### config.mk
export PLATFORM = sky130hd
export DESIGN_NAME = shift_unit_seq_flat
export DESIGN_NICKNAME = d
export VERILOG_FILES = /design/src/rtl/shift_unit_seq_if.sv /design/src/rtl/shift_unit_seq.sv /design/src/flat_wrapper.sv
export SDC_FILE = /design/constraint.sdc
export NUM_CORES = 1
export LEC_CHECK = 0
export ABC_AREA = 1
export BUFFER_PORTS_ARGS = -buffer_cell sky130_fd_sc_hd__buf_4
export CELL_PAD_IN_SITES_DETAIL_PLACEMENT = 1
export CELL_PAD_IN_SITES_GLOBAL_PLACEMENT = 1
export CORE_ASPECT_RATIO = 1.4
export CORE_UTILIZATION = 38
export CTS_CLUSTER_SIZE = 24
export DETAILED_ROUTE_END_ITERATION = 6
export HOLD_SLACK_MARGIN = 0.05
export PLACE_DENSITY = 0.78
export SETUP_SLACK_MARGIN = 0.5
export SYNTH_ARGS = -nofsm -noshare
export SYNTH_HDL_FRONTEND = slang
export SYNTH_SLANG_ARGS = --single-unit
### constraint.sdc
create_clock -name clk_i -period 2.2 [get_ports clk_i]
set_input_delay 0 -clock clk_i [delete_from_list [all_inputs] [get_ports clk_i]]
set_output_delay 0 -clock clk_i [all_outputs]
set_load 0.05 [all_outputs]
### src/rtl/shift_unit_seq_if.sv
//------------------------------------------------------------------------------
// Module      : shift_unit_seq_if
// Description : Request/response handshake bundle for the multi-cycle shifter.
// Revision    : 1.0 - initial release
//------------------------------------------------------------------------------
`default_nettype none

interface shift_unit_seq_if #(
    parameter int WIDTH = 32
);
    localparam int SHAMT_W = $clog2(WIDTH);

    logic               in_valid_i;
    logic               in_ready_o;
    logic [WIDTH-1:0]   data_i;
    logic [SHAMT_W-1:0] shamt_i;
    logic [1:0]         op_i;
    logic               out_valid_o;
    logic               out_ready_i;
    logic [WIDTH-1:0]   result_o;

    modport slave (
        input  in_valid_i,
        input  data_i,
        input  shamt_i,
        input  op_i,
        input  out_ready_i,
        output in_ready_o,
        output out_valid_o,
        output result_o
    );

    modport master (
        output in_valid_i,
        output data_i,
        output shamt_i,
        output op_i,
        output out_ready_i,
        input  in_ready_o,
        input  out_valid_o,
        input  result_o
    );
endinterface

`default_nettype wire

### src/rtl/shift_unit_seq.sv
//------------------------------------------------------------------------------
// Module      : shift_unit_seq
// Description : Multi-cycle SLL/SRL/SRA(/ROR) shifter, at most STEP bits per
//               cycle, valid/ready in and out. Rotate built only when the
//               SHIFTER_ROTATE_EN macro is defined; otherwise op 2'b11 = SRL.
// Revision    : 1.0 - initial release
//------------------------------------------------------------------------------
`default_nettype none

module shift_unit_seq #(
    parameter int WIDTH = 32,
    parameter int STEP  = 4
) (
    input  wire logic          clk_i,
    input  wire logic          rst_i,
    shift_unit_seq_if.slave    bus
);
    localparam int SHAMT_W = $clog2(WIDTH);
    localparam logic [SHAMT_W:0] C_STEP = (SHAMT_W+1)'(STEP);

    typedef enum logic [1:0] {
        ST_IDLE  = 2'd0,
        ST_SHIFT = 2'd1,
        ST_DONE  = 2'd2
    } state_t;

    state_t             r_state;
    state_t             w_state_nxt;
    logic [WIDTH-1:0]   r_work;
    logic [WIDTH-1:0]   w_work_nxt;
    logic [WIDTH-1:0]   w_shifted;
    logic [SHAMT_W-1:0] r_rem;
    logic [SHAMT_W-1:0] w_rem_nxt;
    logic [SHAMT_W-1:0] w_step;
    logic [1:0]         r_op;
    logic [1:0]         w_op_nxt;

    // Comparison is one bit wider so STEP == WIDTH is representable.
    always_comb begin
        w_step = C_STEP[SHAMT_W-1:0];
        if ({1'b0, r_rem} < C_STEP) begin
            w_step = r_rem;
        end
    end

    // Arithmetic shifts of the work register keep its MSB, which is the
    // operand sign latched at accept, so every step refills with that sign.
    always_comb begin
        w_shifted = r_work >> w_step;
        case (r_op)
            2'b00:   w_shifted = r_work << w_step;
            2'b10:   w_shifted = $signed(r_work) >>> w_step;
`ifdef SHIFTER_ROTATE_EN
            2'b11:   w_shifted = (r_work >> w_step) | (r_work << (WIDTH - int'(w_step)));
`endif
            default: w_shifted = r_work >> w_step;
        endcase
    end

    always_comb begin
        w_state_nxt = r_state;
        w_work_nxt  = r_work;
        w_rem_nxt   = r_rem;
        w_op_nxt    = r_op;
        case (r_state)
            ST_IDLE: begin
                if (bus.in_valid_i) begin
                    w_work_nxt  = bus.data_i;
                    w_rem_nxt   = bus.shamt_i;
                    w_op_nxt    = bus.op_i;
                    w_state_nxt = ST_SHIFT;
                end
            end
            ST_SHIFT: begin
                w_work_nxt = w_shifted;
                w_rem_nxt  = r_rem - w_step;
                if (r_rem == w_step) begin
                    w_state_nxt = ST_DONE;
                end
            end
            ST_DONE: begin
                if (bus.out_ready_i) begin
                    w_state_nxt = ST_IDLE;
                end
            end
            default: w_state_nxt = ST_IDLE;
        endcase
    end

    always_ff @(posedge clk_i) begin
        if (rst_i) begin
            r_state <= ST_IDLE;
            r_work  <= '0;
            r_rem   <= '0;
            r_op    <= 2'b00;
        end else begin
            r_state <= w_state_nxt;
            r_work  <= w_work_nxt;
            r_rem   <= w_rem_nxt;
            r_op    <= w_op_nxt;
        end
    end

    assign bus.in_ready_o  = (r_state == ST_IDLE);
    assign bus.out_valid_o = (r_state == ST_DONE);
    assign bus.result_o    = r_work;

endmodule

`default_nettype wire

### src/flat_wrapper.sv
// flat-port wrapper written by rule: the top's interface ports become plain ports
module shift_unit_seq_flat 
#(
    parameter int WIDTH = 32,
    parameter int STEP  = 4
)
  (clk_i, rst_i, bus_in_valid_i, bus_data_i, bus_shamt_i, bus_op_i, bus_out_ready_i, bus_in_ready_o, bus_out_valid_o, bus_result_o);
  shift_unit_seq_if #(.WIDTH(WIDTH)) bus_i ();
  input  wire logic clk_i;
  input  wire logic rst_i;
  input wire logic [$bits(bus_i.in_valid_i)-1:0] bus_in_valid_i;
  input wire logic [$bits(bus_i.data_i)-1:0] bus_data_i;
  input wire logic [$bits(bus_i.shamt_i)-1:0] bus_shamt_i;
  input wire logic [$bits(bus_i.op_i)-1:0] bus_op_i;
  input wire logic [$bits(bus_i.out_ready_i)-1:0] bus_out_ready_i;
  output wire logic [$bits(bus_i.in_ready_o)-1:0] bus_in_ready_o;
  output wire logic [$bits(bus_i.out_valid_o)-1:0] bus_out_valid_o;
  output wire logic [$bits(bus_i.result_o)-1:0] bus_result_o;
  assign bus_i.in_valid_i = bus_in_valid_i;
  assign bus_i.data_i = bus_data_i;
  assign bus_i.shamt_i = bus_shamt_i;
  assign bus_i.op_i = bus_op_i;
  assign bus_i.out_ready_i = bus_out_ready_i;
  assign bus_in_ready_o = bus_i.in_ready_o;
  assign bus_out_valid_o = bus_i.out_valid_o;
  assign bus_result_o = bus_i.result_o;
  shift_unit_seq #(.WIDTH(WIDTH), .STEP(STEP)) u_core (.clk_i(clk_i), .rst_i(rst_i), .bus(bus_i));
endmodule
==> impl_metrics.json, run 1 <==
{
  "multi_input_area_mm2": 0.00315,
  "ir_worst_vdd_mv": 0.714,
  "grt-ovfl-total": 0,
  "ant_nets": 0,
  "pre_cts_slack_ps": 296,
  "mostFrequentLayoutCells": "251 x nand2_1, 122 x nand3_1, 103 x buf_4, 55 x inv_1, 55 x nor2_1",
  "drv_slew": 0,
  "finalSetupViolations": 0,
  "cts.htree.levels": 2,
  "clk_pin_slew_ps": 70,
  "setup_ws_ps": 337,
  "crit_path_frequent_cell": "nand2_1",
  "clockBufferDepth": 2,
  "synthDistinctLibCells": 36,
  "start_util_pct": 38.9,
  "synth_warnings": 0,
  "first_pass_iters": 5,
  "fillers": 1549,
  "syn_nets": 837,
  "port_buffers": 76,
  "cp.required_ps": 2430,
  "layout_min_cycle_time_ps": 1860,
  "synth_edf_count": 0,
  "ys_async_sr_fraction_pct": 0,
  "final_nets": 934,
  "routedWlPerCell_um": 21.6,
  "skew_ps": 6.14,
  "cpPeakStageDelay_ps": 340,
  "grt_max_degree": 49,
  "coreArea_mm2": 0.0109,
  "die-area_mm2": 0.0116,
  "ios": 77,
  "row_count": 45,
  "critPathLaunchType": "flop",
  "cts_tree": "done",
  "finalCritPeriodShare_pct": 84.7,
  "grt_first_pass_wirelength_mm": 33.8,
  "drc": 0,
  "timing.max_cap.violations": 0,
  "leakagePower_nw": 2.83,
  "dp_hpwl_mm": 14.5,
  "max_freq_ghz": 0.537,
  "powerDensity_mw_per_mm2": 1000,
  "drt_iter0_drc": 352,
  "crit_chain": "nor2_4 -> nand3_4 -> buf_16 -> nand2_1 -> nand2_1 -> nand2_1 -> nand3_1 -> nand2_1 -> inv_1 -> nand2_1 -> nand2_1 -> a21oi_1",
  "diodes": 0,
  "cts_num_sinks": 41,
  "cpMaxStageDelayCell": "dfxtp_2",
  "clkLatencyLatePin_ps": 300,
  "ys.flop_type": "dfxtp_1",
  "final_core_util_pct": 55.2,
  "syn_inst": 793,
  "rsz0062_at_grt": "yes",
  "syn_avg_cell_area_um2": 5.33,
  "dieHeight_um": 127,
  "fin_tns_setup_ps": 0,
  "place.gp.congestion": 0.992,
  "path_class": "reg2reg",
  "syn_area_mm2": 0.00423,
  "hp-class": "in2reg",
  "routed_wl_mm": 22.3,
  "via_per_inst": 6.01,
  "cp.arrival_ps": 2090,
  "outcome": "finished, final reports clean",
  "grt_usage_pct": 37.7,
  "hold_viol": 0,
  "fp.dieW_um": 91.2,
  "layout_commonest_cell": "nand2_1",
  "ff_latch_area_um2": 825,
  "cts_inserted_buffers": 5,
  "crit_fanout": 6,
  "cts_root_buf": "clkbuf_16",
  "areaGrowthSynthToFinish_pct": 41.7,
  "worst_setup_path_end_kind": "flop",
  "synth-seq-cells": 41,
  "synth_seq_area_share_pct": 19.4,
  "drive_gt1_share_pct": 23.9,
  "grt_antenna_before_repair": 0,
  "vias": 6203,
  "grt_pass1_vias": 6413
}
metal layers:
layer  share of wire [%]  vias up  GRT usage (%)
met5                   0        -              0
met4                 6.6        0           22.7
met3                 5.1       99           4.68
met2                  51      252           68.7
met1                  37     3019           41.4
li1                    -     2833              -
state kept, by name, indices dropped and copies added, names as in the netlist:
signal,count
u_core.r_rem,5
u_core.bus.result_o,32
u_core.r_op,2
u_core.r_state,2
logic make-up (layout without fill, tap and decap cells):
family          after synthesis  in the layout  share of synthesized area (%)
compound gates              118            118                           15.4
simple gates                514            514                           52.8
flops                        41             41                           19.4
buf+inv                     117            215                           11.8
xor+xnor                      1              1                          0.207
other cells                   1              1                         0.0887
fa+ha+maj                     1              1                          0.296
stage by stage:
| stage | power [W] | area (um^2) | cells | hold slack, ps |
|---|---|---|---|---|
| after CTS | 0.00574 | 5790 | 1028 | 54.9 |
| after global placement | 0.00438 | 5030 | 990 | 256 |
| after global routing | 0.00631 | 5990 | 1032 | 89.3 |
| after floorplan | 0.00331 | 4240 | 793 | 69.1 |
| after detailed placement | 0.00445 | 5030 | 990 | 280 |
| final | 0.00600 | 5990 | 1032 | 47.9 |
worst max-delay path, delay by kind of cell (launching register included):
kind,cells,cell delay (ps)
buffers and inverters,2,270
flip-flops,1,340
AND/OR/NAND/NOR,9,1070
AO/OA/AOI/OAI,1,120
report_power, final:
part	internal (W)	switching, W
sequential	0.000887	0.000171
combinational	0.00140	0.00271
clock	0.000482	0.000349
total	0.00277	0.00323
repair_timing:
action / in CTS / in global routing
pin swaps: 19 / 15
resized for setup: 61 / 35
setup endpoints to repair: 33 / 35
gates cloned: 5 / 3
setup buffers: 14 / 1
hold buffers: 11 / 0
endpoints found under the hold margin: 11 / 0
area by class of cell:
type                    count  area share, %
flip-flops and latches     41           13.8
clock inverters             1         0.0835
repair inverters            1          0.125
inverters                  66           4.59
well taps                 141           2.94
multi-input cells         635           52.6
repair buffers            140           23.4
clock buffers               7           2.55
Yosys cell counts (2+ instances only):
| cell | count | area, um^2 |
|---|---|---|
| nor2_4 | 3 | 33.8 |
| buf_4 | 6 | 45.0 |
| a21oi_1 | 40 | 200 |
| nand3_2 | 2 | 20.0 |
| nor2_2 | 2 | 12.5 |
| o21bai_1 | 5 | 37.5 |
| inv_2 | 6 | 22.5 |
| o211ai_1 | 6 | 45.0 |
| inv_1 | 58 | 218 |
| o21ai_1 | 15 | 75.1 |
| nand2_1 | 271 | 1020 |
| a31oi_1 | 7 | 43.8 |
| clkbuf_1 | 21 | 78.8 |
| nand4_1 | 33 | 206 |
| nand3_1 | 136 | 681 |
| o21ai_0 | 37 | 185 |
| dfxtp_1 | 41 | 821 |
| nor2_1 | 63 | 236 |
| o311ai_0 | 3 | 26.3 |
| buf_2 | 22 | 110 |
path summary, 6_finish.rpt:
check,cells past startpoint,slack (ps),start,to
max,12,340,u_core.r_rem[4]$_SDFFE_PP0P_,u_core.bus.result_o[17]$_SDFFE_PP0P_
min,5,50,bus_data_i[1],u_core.bus.result_o[1]$_SDFFE_PP0P_
max reg2reg,12,340,u_core.r_rem[4]$_SDFFE_PP0P_,u_core.bus.result_o[17]$_SDFFE_PP0P_
min reg2reg,2,510,u_core.r_op[1]$_SDFFE_PP0P_,u_core.r_op[1]$_SDFFE_PP0P_
Note: power is estimated with default switching activity, not from simulation.
==> run 2, diff against run 1 <==
--- a/config.mk
+++ b/config.mk
@@ -10,11 +10,11 @@
 export CELL_PAD_IN_SITES_DETAIL_PLACEMENT = 1
 export CELL_PAD_IN_SITES_GLOBAL_PLACEMENT = 1
 export CORE_ASPECT_RATIO = 1.4
-export CORE_UTILIZATION = 38
+export CORE_UTILIZATION = 34
 export CTS_CLUSTER_SIZE = 24
 export DETAILED_ROUTE_END_ITERATION = 6
 export HOLD_SLACK_MARGIN = 0.05
-export PLACE_DENSITY = 0.78
+export PLACE_DENSITY = 0.74
 export SETUP_SLACK_MARGIN = 0.5
 export SYNTH_ARGS = -nofsm -noshare
 export SYNTH_HDL_FRONTEND = slang
==> constraint.sdc (replaced) <==
create_clock -name clk_i -period 1.7 [get_ports clk_i]
set_input_delay 0 -clock clk_i [delete_from_list [all_inputs] [get_ports clk_i]]
set_output_delay 0 -clock clk_i [all_outputs]
set_load 0.05 [all_outputs]
==> run 2 against run 1 <==
- the flow now finishes with violations (negative setup slack)
- die area is 12% higher
- final area increased by 17%
- global-route usage decreased by 0.23 points
- largest cell class unchanged
==> impl_metrics.json, run 2 (synthesized netlist as in run 1, its figures left out) <==
{
  "drt_iter0_drc": 332,
  "crit_chain": "nor2_4 -> buf_12 -> buf_12 -> buf_16 -> buf_4 -> nand4_1 -> nand3_1 -> nand2_1 -> nand2_1 -> nand2_1 -> nor2_1 -> nand2_1 -> nand2_1 -> a21oi_1",
  "routed_wl_mm": 25.3,
  "setup_ws_ps": -194,
  "violations": "negative setup slack",
  "path_class": "reg2reg",
  "clockBufferDepth": 2,
  "final_cells": 1123,
  "post-place-cells": 1072,
  "skew_ps": 9.56,
  "leakagePower_nw": 3.32,
  "cpPeakStageDelay_ps": 340,
  "hp-class": "in2reg",
  "ant_nets": 0,
  "outcome": "finished, violations left",
  "grt_antenna_before_repair": 0,
  "seqPwrFrac_pct": 15.4,
  "cts_root_buf": "clkbuf_16",
  "ios": 77,
  "layout_min_cycle_time_ps": 1890,
  "areaGrowthSynthToFinish_pct": 65.4,
  "dp_hpwl_mm": 17.1,
  "max_freq_ghz": 0.528,
  "r2r-start": "u_core.r_rem[4]$_SDFFE_PP0P_",
  "cp.required_ps": 1880,
  "finalSetupViolations": 29,
  "final_nets": 1019,
  "timing.max_cap.violations": 0,
  "cts_num_sinks": 41,
  "cts_tree": "done",
  "final_core_util_pct": 58.3,
  "grt_usage_pct": 37.5,
  "layout_commonest_cell": "nand2_1",
  "worst_setup_path_end_kind": "flop",
  "row_count": 47,
  "internal-power_w": 0.00430,
  "cpMaxStageDelayCell": "dfxtp_2",
  "reg2reg_to": "u_core.bus.result_o[17]$_SDFFE_PP0P_",
  "drc": 0,
  "ir_worst_vdd_mv": 0.718,
  "port_buffers": 76,
  "cpLargestDelayFamily": "simple AND/OR/NAND/NOR gates",
  "regToRegSetupSlack_ps": -190,
  "grt_first_pass_wirelength_mm": 36.1,
  "drive_gt1_share_pct": 37.0,
  "rsz0062_at_grt": "yes",
  "cts_inserted_buffers": 5,
  "grt_max_degree": 26,
  "cp.arrival_ps": 2070,
  "min_from": "bus_data_i[28]",
  "clk_pin_slew_ps": 80,
  "powerDensity_mw_per_mm2": 1280,
  "grt_pass1_vias": 6782,
  "hold_viol": 0,
  "routedWlPerCell_um": 22.5,
  "largest_register_ffs": 32,
  "drv_slew": 0,
  "fp.dieW_um": 96.3,
  "crit_fanout": 5,
  "netSwitchingPower_w": 0.00468,
  "crit_path_frequent_cell": "nand2_1",
  "vias": 6682,
  "r2r_cells": 14,
  "critPathLaunchType": "flop",
  "finalCritPeriodShare_pct": 111,
  "start_util_pct": 35.3,
  "fillers": 1626,
  "mostFrequentLayoutCells": "223 x nand2_1, 174 x buf_4, 99 x nand3_1, 57 x nor2_1, 52 x inv_1",
  "holdPathEnd": "u_core.bus.result_o[28]$_SDFFE_PP0P_",
  "via_per_inst": 5.95,
  "switching_share_pct": 52.1,
  "die-area_mm2": 0.0129,
  "pwr-share-clk_pct": 13.7,
  "cts.htree.levels": 2,
  "pwr-share-comb_pct": 70.9,
  "first_pass_iters": 4,
  "worstHoldPathCells": 5,
  "coreArea_mm2": 0.0120,
  "dieHeight_um": 134,
  "grt-ovfl-total": 0,
  "place.gp.congestion": 0.963,
  "crit_buf_inv": 4,
  "clkLatencyLatePin_ps": 300,
  "diodes": 0
}
run 2: cell count changes in the layout (fill, tap and decap cells not counted), sizes merged:
cell	delta
clkbuf	-2
dlygate4sd3	+3
inv	+1
buf	+85
bufbuf	-1
bufinv	+1
clkinvlp	-1
clkinv	-1
run 2: per-layer routing:
layer | up-vias | wire [um] | GRT usage [%] | share of wire, %
li1 | 3001 | - | - | -
met1 | 3275 | 9400 | 42.0 | 37
met4 | 0 | 1720 | 23.3 | 6.8
met2 | 296 | 12900 | 65.6 | 51
met3 | 110 | 1250 | 4.37 | 4.9
met5 | - | 0 | 0 | 0
run 2: how the worst max path moves through the flow:
stage / cells past startpoint / slack [ps] / endpoint / from
after global placement: 10 / -90 / u_core.bus.result_o[11]$_SDFFE_PP0P_ / u_core.r_rem[3]$_SDFFE_PP0P_
after floorplan: 10 / 230 / u_core.bus.result_o[12]$_SDFFE_PP0P_ / u_core.r_rem[3]$_SDFFE_PP0P_
final: 14 / -190 / u_core.bus.result_o[17]$_SDFFE_PP0P_ / u_core.r_rem[4]$_SDFFE_PP0P_
after global routing: 14 / -340 / u_core.bus.result_o[17]$_SDFFE_PP0P_ / u_core.r_rem[4]$_SDFFE_PP0P_
after CTS: 11 / -120 / u_core.bus.result_o[11]$_SDFFE_PP0P_ / u_core.r_rem[4]$_SDFFE_PP0P_
after detailed placement: 10 / -160 / u_core.bus.result_o[11]$_SDFFE_PP0P_ / u_core.r_rem[3]$_SDFFE_PP0P_
run 2: worst register-to-register path: cells and delay by family, from the launching register on:
family	cells	cell delay [ps]
buffers and inverters	4	480
AO/OA/AOI/OAI	1	50
flip-flops	1	340
AND/OR/NAND/NOR	9	920
run 2: layout make-up:
class	instances	area (um^2)	share of cell area, %
Clock buffer	6	139	1.99
Clock inverter	2	37.5	0.537
Inverter	66	269	3.85
Multi-Input combinational cell	635	3430	49.0
Sequential cell	41	833	11.9
Tap cell	147	184	2.63
Timing Repair Buffer	226	2100	30.0
run 2: power by group through the flow:
stage / logic (W) / clock network [W] / registers, W
finish: 0.00637 / 0.00124 / 0.00138
global route: 0.00671 / 0.00127 / 0.00140
floorplan: 0.00259 / 0 / 0.00184
detailed placement: 0.00508 / 0 / 0.00137
CTS: 0.00566 / 0.00125 / 0.00136
global placement: 0.00495 / 0 / 0.00136
run 2: what timing repair did:
item	in CTS	in global routing
hold buffers	14	0
setup buffers	13	12
gates resized for setup	73	95
hold endpoints to repair	14	0
pin swaps	19	23
cloned	2	2
endpoints found under the setup margin	39	40
run 2: metrics by stage:
step / setup WS, ps / setup TNS, ps / hold WS [ps] / instance area, um^2 / total power [W]
floorplan: 229 / 0 / 62.0 / 4370 / 0.00443
global placement: -88.7 / -1020 / 258 / 5730 / 0.00631
detailed placement: -164 / -2410 / 271 / 5730 / 0.00645
CTS: -116 / -1570 / 53.8 / 6520 / 0.00826
global route: -336 / -5370 / 82.8 / 7000 / 0.00938
finish: -194 / -2720 / 51.9 / 7000 / 0.00898
==> run 3, diff against run 2 <==
--- a/config.mk
+++ b/config.mk
@@ -16,6 +16,7 @@
 export HOLD_SLACK_MARGIN = 0.05
 export PLACE_DENSITY = 0.74
 export SETUP_SLACK_MARGIN = 0.5
+export SKIP_CTS_REPAIR_TIMING = 1
 export SYNTH_ARGS = -nofsm -noshare
 export SYNTH_HDL_FRONTEND = slang
 export SYNTH_SLANG_ARGS = --single-unit
==> run 3 against run 2 <==
- the flow still finishes with violations (negative setup slack)
- fmax up 2.1%
- via count down 3.1%
- final area down 4.4%
- cell count down 1.3%
- largest power group unchanged
- global-route usage down 2.4 points
- sequential power about the same
- die area unchanged
- worst setup slack better by 39 ps
- register-to-register slack better by 40 ps
- core utilization down 2.6 points
- clock skew about the same
- wire length down 6.5%
==> impl_metrics.json, run 3 (synthesized netlist as in run 1, its figures left out) <==
{
  "grt_max_degree": 26,
  "violations": "negative setup slack",
  "via_per_inst": 5.84,
  "timing.max_cap.violations": 0,
  "wl_met1_mm": 8.78,
  "final_nets": 1004,
  "wl_met3_mm": 1.17,
  "port_buffers": 76,
  "tightest_slew_ps": 514,
  "seqPwrFrac_pct": 16.1,
  "clk_pin_slew_ps": 80,
  "r2r_cells": 10,
  "drt_iter0_drc": 314,
  "cts_tree": "done",
  "crit_path_frequent_cell": "nand2_1",
  "clkLatencyLatePin_ps": 300,
  "worst_setup_path_end_kind": "flop",
  "die-area_mm2": 0.0129,
  "grt_antenna_before_repair": 0,
  "ant_nets": 0,
  "vias": 6476,
  "grt_usage_pct": 35.0,
  "grt-ovfl-total": 0,
  "skew_ps": 9.80,
  "start_util_pct": 35.3,
  "drc": 0,
  "dieHeight_um": 134,
  "ios": 77,
  "min_from": "bus_data_i[26]",
  "powerDensity_mw_per_mm2": 1280,
  "layout_commonest_cell": "nand2_1",
  "cts_root_buf": "clkbuf_16",
  "layout_min_cycle_time_ps": 1850,
  "ir_worst_vdd_mv": 0.742,
  "routed.top_layer": "met4",
  "pre_cts_slack_ps": -164,
  "slew_headroom_pct": 65.7,
  "dp_hpwl_mm": 17.1,
  "crit_chain": "nor2_4 -> nand3_4 -> buf_8 -> buf_4 -> nand3_1 -> nand2_1 -> nand2_1 -> nand2_1 -> o21bai_1 -> a21oi_1",
  "mostFrequentLayoutCells": "238 x nand2_1, 169 x buf_4, 102 x nand3_1, 56 x nor2_1, 53 x inv_1",
  "cts.htree.levels": 2,
  "power_w": 0.00854,
  "internal-power_w": 0.00409,
  "path_class": "reg2reg",
  "netSwitchingPower_w": 0.00445,
  "setup_ws_ps": -155,
  "drv_slew": 0,
  "routed_wl_mm": 23.6,
  "crit_fanout": 19,
  "worstHoldPathCells": 3,
  "fin_tns_setup_ps": -2710,
  "max_freq_ghz": 0.539,
  "drive_gt1_share_pct": 34.7,
  "clockBufferDepth": 2,
  "holdPathEnd": "u_core.bus.result_o[26]$_SDFFE_PP0P_",
  "hp-class": "in2reg",
  "met2WireLength_mm": 12.1,
  "critPathLaunchType": "flop",
  "pwr-share-comb_pct": 69.5,
  "switching_share_pct": 52.1,
  "hold_viol": 0,
  "place.gp.congestion": 0.963,
  "coreArea_mm2": 0.0120,
  "finalCritPeriodShare_pct": 109,
  "cts_inserted_buffers": 5,
  "fillers": 1667,
  "r2r-start": "u_core.r_rem[4]$_SDFFE_PP0P_",
  "reg2reg_to": "u_core.bus.result_o[10]$_SDFFE_PP0P_",
  "leakagePower_nw": 3.19,
  "cts_num_sinks": 41,
  "grt_first_pass_wirelength_mm": 33.8,
  "cp.arrival_ps": 2040,
  "regToRegSetupSlack_ps": -150,
  "outcome": "finished, violations left",
  "cpPeakStageDelay_ps": 340,
  "routedWlPerCell_um": 21.3,
  "cp.required_ps": 1880,
  "cpMaxStageDelayCell": "dfxtp_2",
  "largest_register_ffs": 32,
  "row_count": 47,
  "rsz0062_at_grt": "yes",
  "grt_pass1_vias": 6451,
  "areaGrowthSynthToFinish_pct": 58.1,
  "fp.dieW_um": 96.3,
  "first_pass_iters": 6,
  "diodes": 0,
  "pwr-share-clk_pct": 14.4,
  "finalSetupViolations": 31
}
[run 3: per-stage QoR]
stage               util (%)  instances  instance area, um^2  hold WS (ps)
finish                  55.7       1108                 6690          20.1
CTS                     49.2       1080                 5910         -42.0
global route            55.7       1108                 6690          59.8
detailed placement      47.8       1072                 5730           271
global placement        47.8       1072                 5730           258
floorplan                  -        793                 4370          62.0
[run 3: layout make-up]
type                    count  area, um^2  share of cell area, %
clock buffers               6         139                   2.08
clock inverters             2        37.5                  0.561
inverters                  66         264                   3.95
multi-input cells         635        3350                   50.1
flip-flops and latches     41         833                   12.5
well taps                 147         184                   2.75
repair buffers            211        1880                   28.1
[run 3: power by group through the flow]
stage	Clock (W)	Sequential, W	Combinational (W)
finish	0.00123	0.00137	0.00593
global route	0.00127	0.00139	0.00633
CTS	0.00125	0.00135	0.00510
detailed placement	0	0.00137	0.00508
global placement	0	0.00136	0.00495
floorplan	0	0.00184	0.00259
[run 3: worst max-delay path: cells and delay by family (launching register included)]
kind / cells / cell delay (ps)
DFF: 1 / 340
and+or+nand+nor: 6 / 760
buffers and inverters: 2 / 370
AOI/OAI and AO/OA: 2 / 250
[run 3: worst max-delay path by stage]
stage	endpoint	slack, ps	cells past startpoint	start
after floorplan	u_core.bus.result_o[12]$_SDFFE_PP0P_	230	10	u_core.r_rem[3]$_SDFFE_PP0P_
after global placement	u_core.bus.result_o[11]$_SDFFE_PP0P_	-90	10	u_core.r_rem[3]$_SDFFE_PP0P_
after detailed placement	u_core.bus.result_o[11]$_SDFFE_PP0P_	-160	10	u_core.r_rem[3]$_SDFFE_PP0P_
after CTS	u_core.bus.result_o[11]$_SDFFE_PP0P_	-180	10	u_core.r_rem[3]$_SDFFE_PP0P_
after global routing	u_core.bus.result_o[10]$_SDFFE_PP0P_	-300	10	u_core.r_rem[4]$_SDFFE_PP0P_
final	u_core.bus.result_o[10]$_SDFFE_PP0P_	-150	10	u_core.r_rem[4]$_SDFFE_PP0P_
[run 3: routing by layer]
metal,global-route usage (%),up-vias
met5,0,-
met2,61.3,260
met4,21.7,0
li1,-,2981
met1,39.6,3136
met3,3.68,99
